===== config.mk =====
export PLATFORM = sky130hd
export DESIGN_NAME = sequence_detector_moore
export DESIGN_NICKNAME = d
export VERILOG_FILES = /design/src/rtl/sequence_detector_pkg.sv /design/src/rtl/sequence_detector_moore.sv
export SDC_FILE = /design/constraint.sdc
export NUM_CORES = 1
export LEC_CHECK = 0
export ABC_AREA = 1
export CAP_MARGIN = 20
export CORE_AREA = 5 5 42 44
export CTS_CLUSTER_DIAMETER = 50
export DETAILED_ROUTE_END_ITERATION = 10
export DIE_AREA = 0 0 47 49
export DONT_BUFFER_PORTS = 1
export PLACE_DENSITY = 0.35
export SYNTH_ARGS = -nofsm -noshare
export SYNTH_HDL_FRONTEND = slang
export SYNTH_SLANG_ARGS = --single-unit

===== constraint.sdc =====
create_clock -name clock -period 0.8 [get_ports clock]
set_input_delay 0.16 -clock clock [delete_from_list [all_inputs] [get_ports clock]]
set_output_delay 0.16 -clock clock [all_outputs]
set_load 0.05 [all_outputs]

===== src/rtl/sequence_detector_pkg.sv =====
// Shared definitions for the 1011 serial pattern detector.
//   state_t        : 3-bit state register type
//   S_* constants  : state encodings; 100, 101 and 111 are unused
package sequence_detector_pkg;

  localparam int unsigned STATE_W = 3;

  typedef logic [STATE_W-1:0] state_t;

  localparam logic [2:0] S_ZERO       = 3'b000; // no prefix matched
  localparam logic [2:0] S_ONE        = 3'b001; // "1"
  localparam logic [2:0] S_ONEZERO    = 3'b011; // "10"
  localparam logic [2:0] S_ONEZEROONE = 3'b010; // "101"
  localparam logic [2:0] S_MATCH      = 3'b110; // "1011"

endpackage : sequence_detector_pkg


===== src/rtl/sequence_detector_moore.sv =====
// Moore detector for the overlapping serial pattern 1011.
// Ports:
//   clock        : system clock, rising edge active
//   reset        : synchronous active-high reset
//   sequence_in  : serial data bit, one per clock
//   detector_out : high for one cycle while the FSM sits in the match state
module sequence_detector_moore
  import sequence_detector_pkg::*;
(
  input  logic clock,
  input  logic reset,
  input  logic sequence_in,
  output logic detector_out
);

  state_t state;
  state_t state_next;

  // State register with synchronous reset.
  always_ff @(posedge clock) begin
    if (reset) begin
      state <= S_ZERO;
    end else begin
      state <= state_next;
    end
  end

  // Next-state logic; S_MATCH reuses its trailing "1" so overlaps are caught.
  always_comb begin
    state_next = S_ZERO;
    case (state)
      S_ZERO:       state_next = sequence_in ? S_ONE        : S_ZERO;
      S_ONE:        state_next = sequence_in ? S_ONE        : S_ONEZERO;
      S_ONEZERO:    state_next = sequence_in ? S_ONEZEROONE : S_ZERO;
      S_ONEZEROONE: state_next = sequence_in ? S_MATCH      : S_ONEZERO;
      S_MATCH:      state_next = sequence_in ? S_ONE        : S_ONEZERO;
      default:      state_next = S_ZERO;
    endcase
  end

  // Moore output: decoded from state only.
  assign detector_out = (state == S_MATCH);

endmodule : sequence_detector_moore


# After elaboration in Yosys (flattened, before gate mapping)
# Cells that the tools add are included.
[classes]
eq_ne = 4
muxes = 5
n_reduce_logical = 2
[ops]
columns = ["operator", "n"]
rows = [
  ["case mux 3 bit (4 select lines)", 1],
  ["equality test 3 x 2 -> 1 bit, second input constant", 2],
  ["2-to-1 mux 2 bit", 2],
  ["equality test 3 x 1 -> 1 bit, second input constant", 1],
  ["equality test 3 bit, second input constant", 1],
  ["logical NOT 3 bit", 1],
  ["2-to-1 mux 3 bit", 1],
  ["OR reduction 2 bit", 1],
  ["2-to-1 mux 1 bit", 1],
]
[word_totals]
regBits = 3
in_bits = 3

# Longest topological paths before layout
[depth]
depth_word = 3
depth_mapped = 5

# Worst setup path after synthesis
# Ideal clock, no wire load.
[synth_timing]
kind = "register -> output"
from = "register state[0]"
to = "output detector_out"
arrival_ns = 1.083
required_time_ns = 0.640
path_slack_ns = -0.443
stages_incl_launch_ff = 4
n_path_buf = 0
path_cell_list = "dfxtp_1 inv_1 nand2_1 nor2_1"
[synth_via]
elab_chain_len = 1
[synth_rtl]
columns = ["item", "line_no", "source"]
rows = [
  ["start, declared", "sequence_detector_moore.sv:16", "state_t state;"],
  ["start signal, assigned", "sequence_detector_moore.sv:24", "state <= state_next;"],
  ["equality test 3 bit", "sequence_detector_moore.sv:42", "assign detector_out = (state == S_MATCH);"],
  ["end, declared", "sequence_detector_moore.sv:13", "output logic detector_out"],
]
# Every way passes these cells.

# Worst setup path in the final report
# Ends and elaborated chain as after synthesis.

==> tab_implementation.tex <==
\begin{tabular}{lr}
\hline
Metric & Value \\
\hline
\multicolumn{2}{l}{\textbf{Layout}} \\
\quad Register with the highest flop count & state \\
\quad Final core utilization & 0.211 \\
\quad Registers with the most flip-flops & state: 3 flops \\
\quad Final antenna diode count & 0 \\
\quad Final-stage net count & 41 \\
\quad Number of flip-flops under the largest register name & 3 \\
\quad Share of final-layout standard cells stronger than drive strength 1 & 0.595 \\
\quad Layout Area Growth over Synthesis & 88.8\% \\
\quad Area of all placed cells without fillers & 295 um\^{}2 \\
\quad Fillers & 162 \\
\multicolumn{2}{l}{\textbf{Logic synthesis}} \\
\quad Number of standard cells after synthesis & 27 \\
\quad Area fraction of the dominant cell type after synthesis & 0.384 \\
\quad Sequential cell area fraction in the yosys report & 0.384 \\
\quad Synth warn & 0 \\
\quad Number of storage elements in the synthesis netlist & 3 \\
\quad Top post-synthesis cells by area & sky130\_fd\_sc\_hd\_\_dfxtp\_1, sky130\_fd\_sc\_hd\_\_nand2\_1, sky130\_fd\_sc\_hd\_\_nor2\_1 \\
\quad Synth Cell Area & 156 um\^{}2 \\
\quad Distinct cells, synth & 7 \\
\quad Area leader, netlist & sky130\_fd\_sc\_hd\_\_dfxtp\_1 \\
\quad Avg Cell Area, Syn & 5.79 um\^{}2 \\
\quad Post-Synthesis Net Count & 30 \\
\multicolumn{2}{l}{\textbf{Setup path}} \\
\quad Critical path data arrival time & 900 ps \\
\quad Required time reported for the critical path endpoint & 640 ps \\
\quad Crit path depth & 4 \\
\quad Crit-path leading delay family & flip-flops \\
\quad Kind of start point of the critical path & flop \\
\quad CP endpoint kind & primary output \\
\quad Critical Path, Cell by Cell & inv\_2 > nand2\_2 > nor2\_4 > buf\_12 \\
\quad WS Path Type & reg -> out \\
\quad Longest individual stage delay on the worst path & 310 ps \\
\quad Slowest cell on the critical path & sky130\_fd\_sc\_hd\_\_dfxtp\_2 \\
\quad Max Fanout on Critical Path & 2 \\
\quad Number of cells traversed by the worst register-to-register path & 6 \\
\quad Worst path bufs/invs & 2 \\
\multicolumn{2}{l}{\textbf{Placement}} \\
\quad IO Port Bufs & 0 \\
\quad Post-DP HPWL & 280 um \\
\quad Placement-stage cell area & 239 um\^{}2 \\
\quad Routability congestion estimate from global placement & 0.731 \\
\multicolumn{2}{l}{\textbf{Floorplanning}} \\
\quad Die Footprint & 0.00230 mm\^{}2 \\
\quad Count of pins on the block boundary & 4 \\
\quad Number of placement rows & 14 \\
\quad Initial core utilization & 0.112 \\
\quad Die H & 49 um \\
\quad Core area & 0.00140 mm\^{}2 \\
\quad Floorplan die width & 47 um \\
\multicolumn{2}{l}{\textbf{Status}} \\
\quad Failing checks & setup timing \\
\quad Status & finished with violations \\
\multicolumn{2}{l}{\textbf{STA}} \\
\quad Max-slew violation count & 0 \\
\quad RSZ-0062 raised after global routing & true \\
\quad Achievable Freq & 945 MHz \\
\quad Headroom to the max-slew limit & 0.901 \\
\quad Final Hold Viols & 0 \\
\quad Worst-case clock skew & 2.67 ps \\
\quad Measured slew at the worst slew-check pin & 148 ps \\
\quad Period minus WS final & 1060 ps \\
\quad Setup slack of the critical path after layout & -258 ps \\
\quad Min Hold Slack & 75.1 ps \\
\quad Period utilisation layout & 1.32 \\
\quad Final-report setup violation count & 1 \\
\multicolumn{2}{l}{\textbf{Power}} \\
\quad Total Power & 0.528 mW \\
\quad Maximum vdd ir drop & 692 uV \\
\quad Power density cells & 1790 mW/mm\^{}2 \\
\quad Leakage dissipation & 0.132 nW \\
\multicolumn{2}{l}{\textbf{CTS}} \\
\quad Worst-Skew Late Latency & 230 ps \\
\quad Maximum buffer depth of the clock tree & 2 \\
\quad H-tree lvl count & 1 \\
\quad Buffer type at the clock tree root & sky130\_fd\_sc\_hd\_\_clkbuf\_4 \\
\quad Number of clock sinks & 3 \\
\quad Clock transition at the registers of the reported paths & 40 ps \\
\quad TritonCTS clock tree & built \\
\quad Total clock buffers created by CTS & 3 \\
\multicolumn{2}{l}{\textbf{GRT}} \\
\quad First-pass GRT wire length & 627 um \\
\quad Initial antenna violation count & 0 \\
\quad Total routing resource utilization after global routing & 0.0429 \\
\quad Maximum number of pins on one net before global-route repair & 5 \\
\quad GRT overflow & 0 \\
\quad Via count of the first global-routing pass & 181 \\
\multicolumn{2}{l}{\textbf{Routing}} \\
\quad DR DRC count & 0 \\
\quad DRC marker count from the first detailed-route iteration & 0 \\
\quad First drt pass iteration count & 1 \\
\quad Average wire per standard cell & 7.36 um \\
\quad Remaining number of nets flagged by the antenna check after routing & 0 \\
\quad Total Routed Length & 390 um \\
\quad Total number of vias & 174 \\
\quad Via-per-instance ratio & 3.28 \\
\multicolumn{2}{l}{\textbf{Job}} \\
\quad Max Cap Violations & 0 \\
\multicolumn{2}{l}{\textbf{Min path}} \\
\quad Cells on Worst Hold Path & 3 \\
\quad Worst min-delay path class & in -> reg \\
\hline
\end{tabular}
## kinds of logic (layout without fill, tap and decap cells)
| logic type | count (synthesis) | in the layout | synth area share |
|---|---|---|---|
| simple gates | 18 | 18 | 0.440 |
| buf+inv | 5 | 15 | 0.120 |
| compound gates | 1 | 1 | 0.0560 |
| flops | 3 | 3 | 0.384 |
## placed cells by master (no fill, tap or decap)
master | Yosys | final
sky130_fd_sc_hd__buf_4 | 0 | 4
sky130_fd_sc_hd__nor2_1 | 5 | 2
sky130_fd_sc_hd__nand2_2 | 0 | 3
sky130_fd_sc_hd__a21oi_2 | 1 | 1
sky130_fd_sc_hd__dfxtp_2 | 0 | 2
sky130_fd_sc_hd__inv_1 | 3 | 1
sky130_fd_sc_hd__nor2_4 | 0 | 2
sky130_fd_sc_hd__nand2_1 | 12 | 9
sky130_fd_sc_hd__nor3_2 | 0 | 1
sky130_fd_sc_hd__buf_12 | 0 | 1
sky130_fd_sc_hd__dfxtp_1 | 3 | 1
sky130_fd_sc_hd__clkbuf_4 | 0 | 3
sky130_fd_sc_hd__nor2_2 | 0 | 1
sky130_fd_sc_hd__inv_2 | 2 | 4
sky130_fd_sc_hd__clkbuf_1 | 0 | 1
sky130_fd_sc_hd__dlygate4sd3_1 | 0 | 1
## path summary, 6_finish.rpt
check                               from      endpoint  slack (ps)
worst max register to register  state[0]      state[1]           0
worst min-delay path               reset      state[1]          80
worst min register to register  state[1]      state[0]         570
worst max-delay path            state[0]  detector_out        -260
## cell type report
class / count / area [um^2] / area share
Clock buffer: 4 / 26.3 / 0.0890
Inverter: 5 / 18.8 / 0.0636
Multi-Input combinational cell: 19 / 108 / 0.364
Sequential cell: 3 / 62.6 / 0.212
Tap cell: 16 / 20.0 / 0.0678
Timing Repair Buffer: 6 / 60.1 / 0.203
## metrics by stage
step	worst slack [ps]	TNS (ps)	instances
after floorplan	-72.4	-72.4	27
after global routing	-308	-362	53
after global placement	-47.0	-105	48
after CTS	-270	-308	53
final	-258	-258	53
after detailed placement	-46.0	-49.6	48
## repair_timing
| action | CTS | global route |
|---|---|---|
| endpoints found under the hold margin | 2 | 0 |
| gates resized for setup | 2 | 5 |
| setup endpoints to repair | 4 | 4 |
| hold buffers | 1 | 0 |
| buffers inserted | 1 | 0 |
| pin swaps | 6 | 6 |
## worst min-delay path, cell delays in order
cell	delay, ps
sky130_fd_sc_hd__inv_1	20
sky130_fd_sc_hd__nand2_1	50
sky130_fd_sc_hd__nor2_1	40
## cell usage after synthesis, drive strengths merged
cell	number
nor2	5
dfxtp	3
a21oi	1
nor3	1
inv	5
nand2	12
## routing by layer
layer	up-vias	GRT usage	routed length, um
met1	73	0.0329	151
met4	0	0.0415	0
met2	2	0.0588	208
met3	0	0.0406	31
met5	-	0	0
li1	99	-	-
## where the power goes
part	switching (mW)	internal (mW)	total [mW]	leakage (nW)
sequential	0.00865	0.163	0.171	0.0253
clock	0.0756	0.187	0.262	0.0150
combinational	0.0493	0.0445	0.0938	0.0922
(Power assumes the default switching activity.)
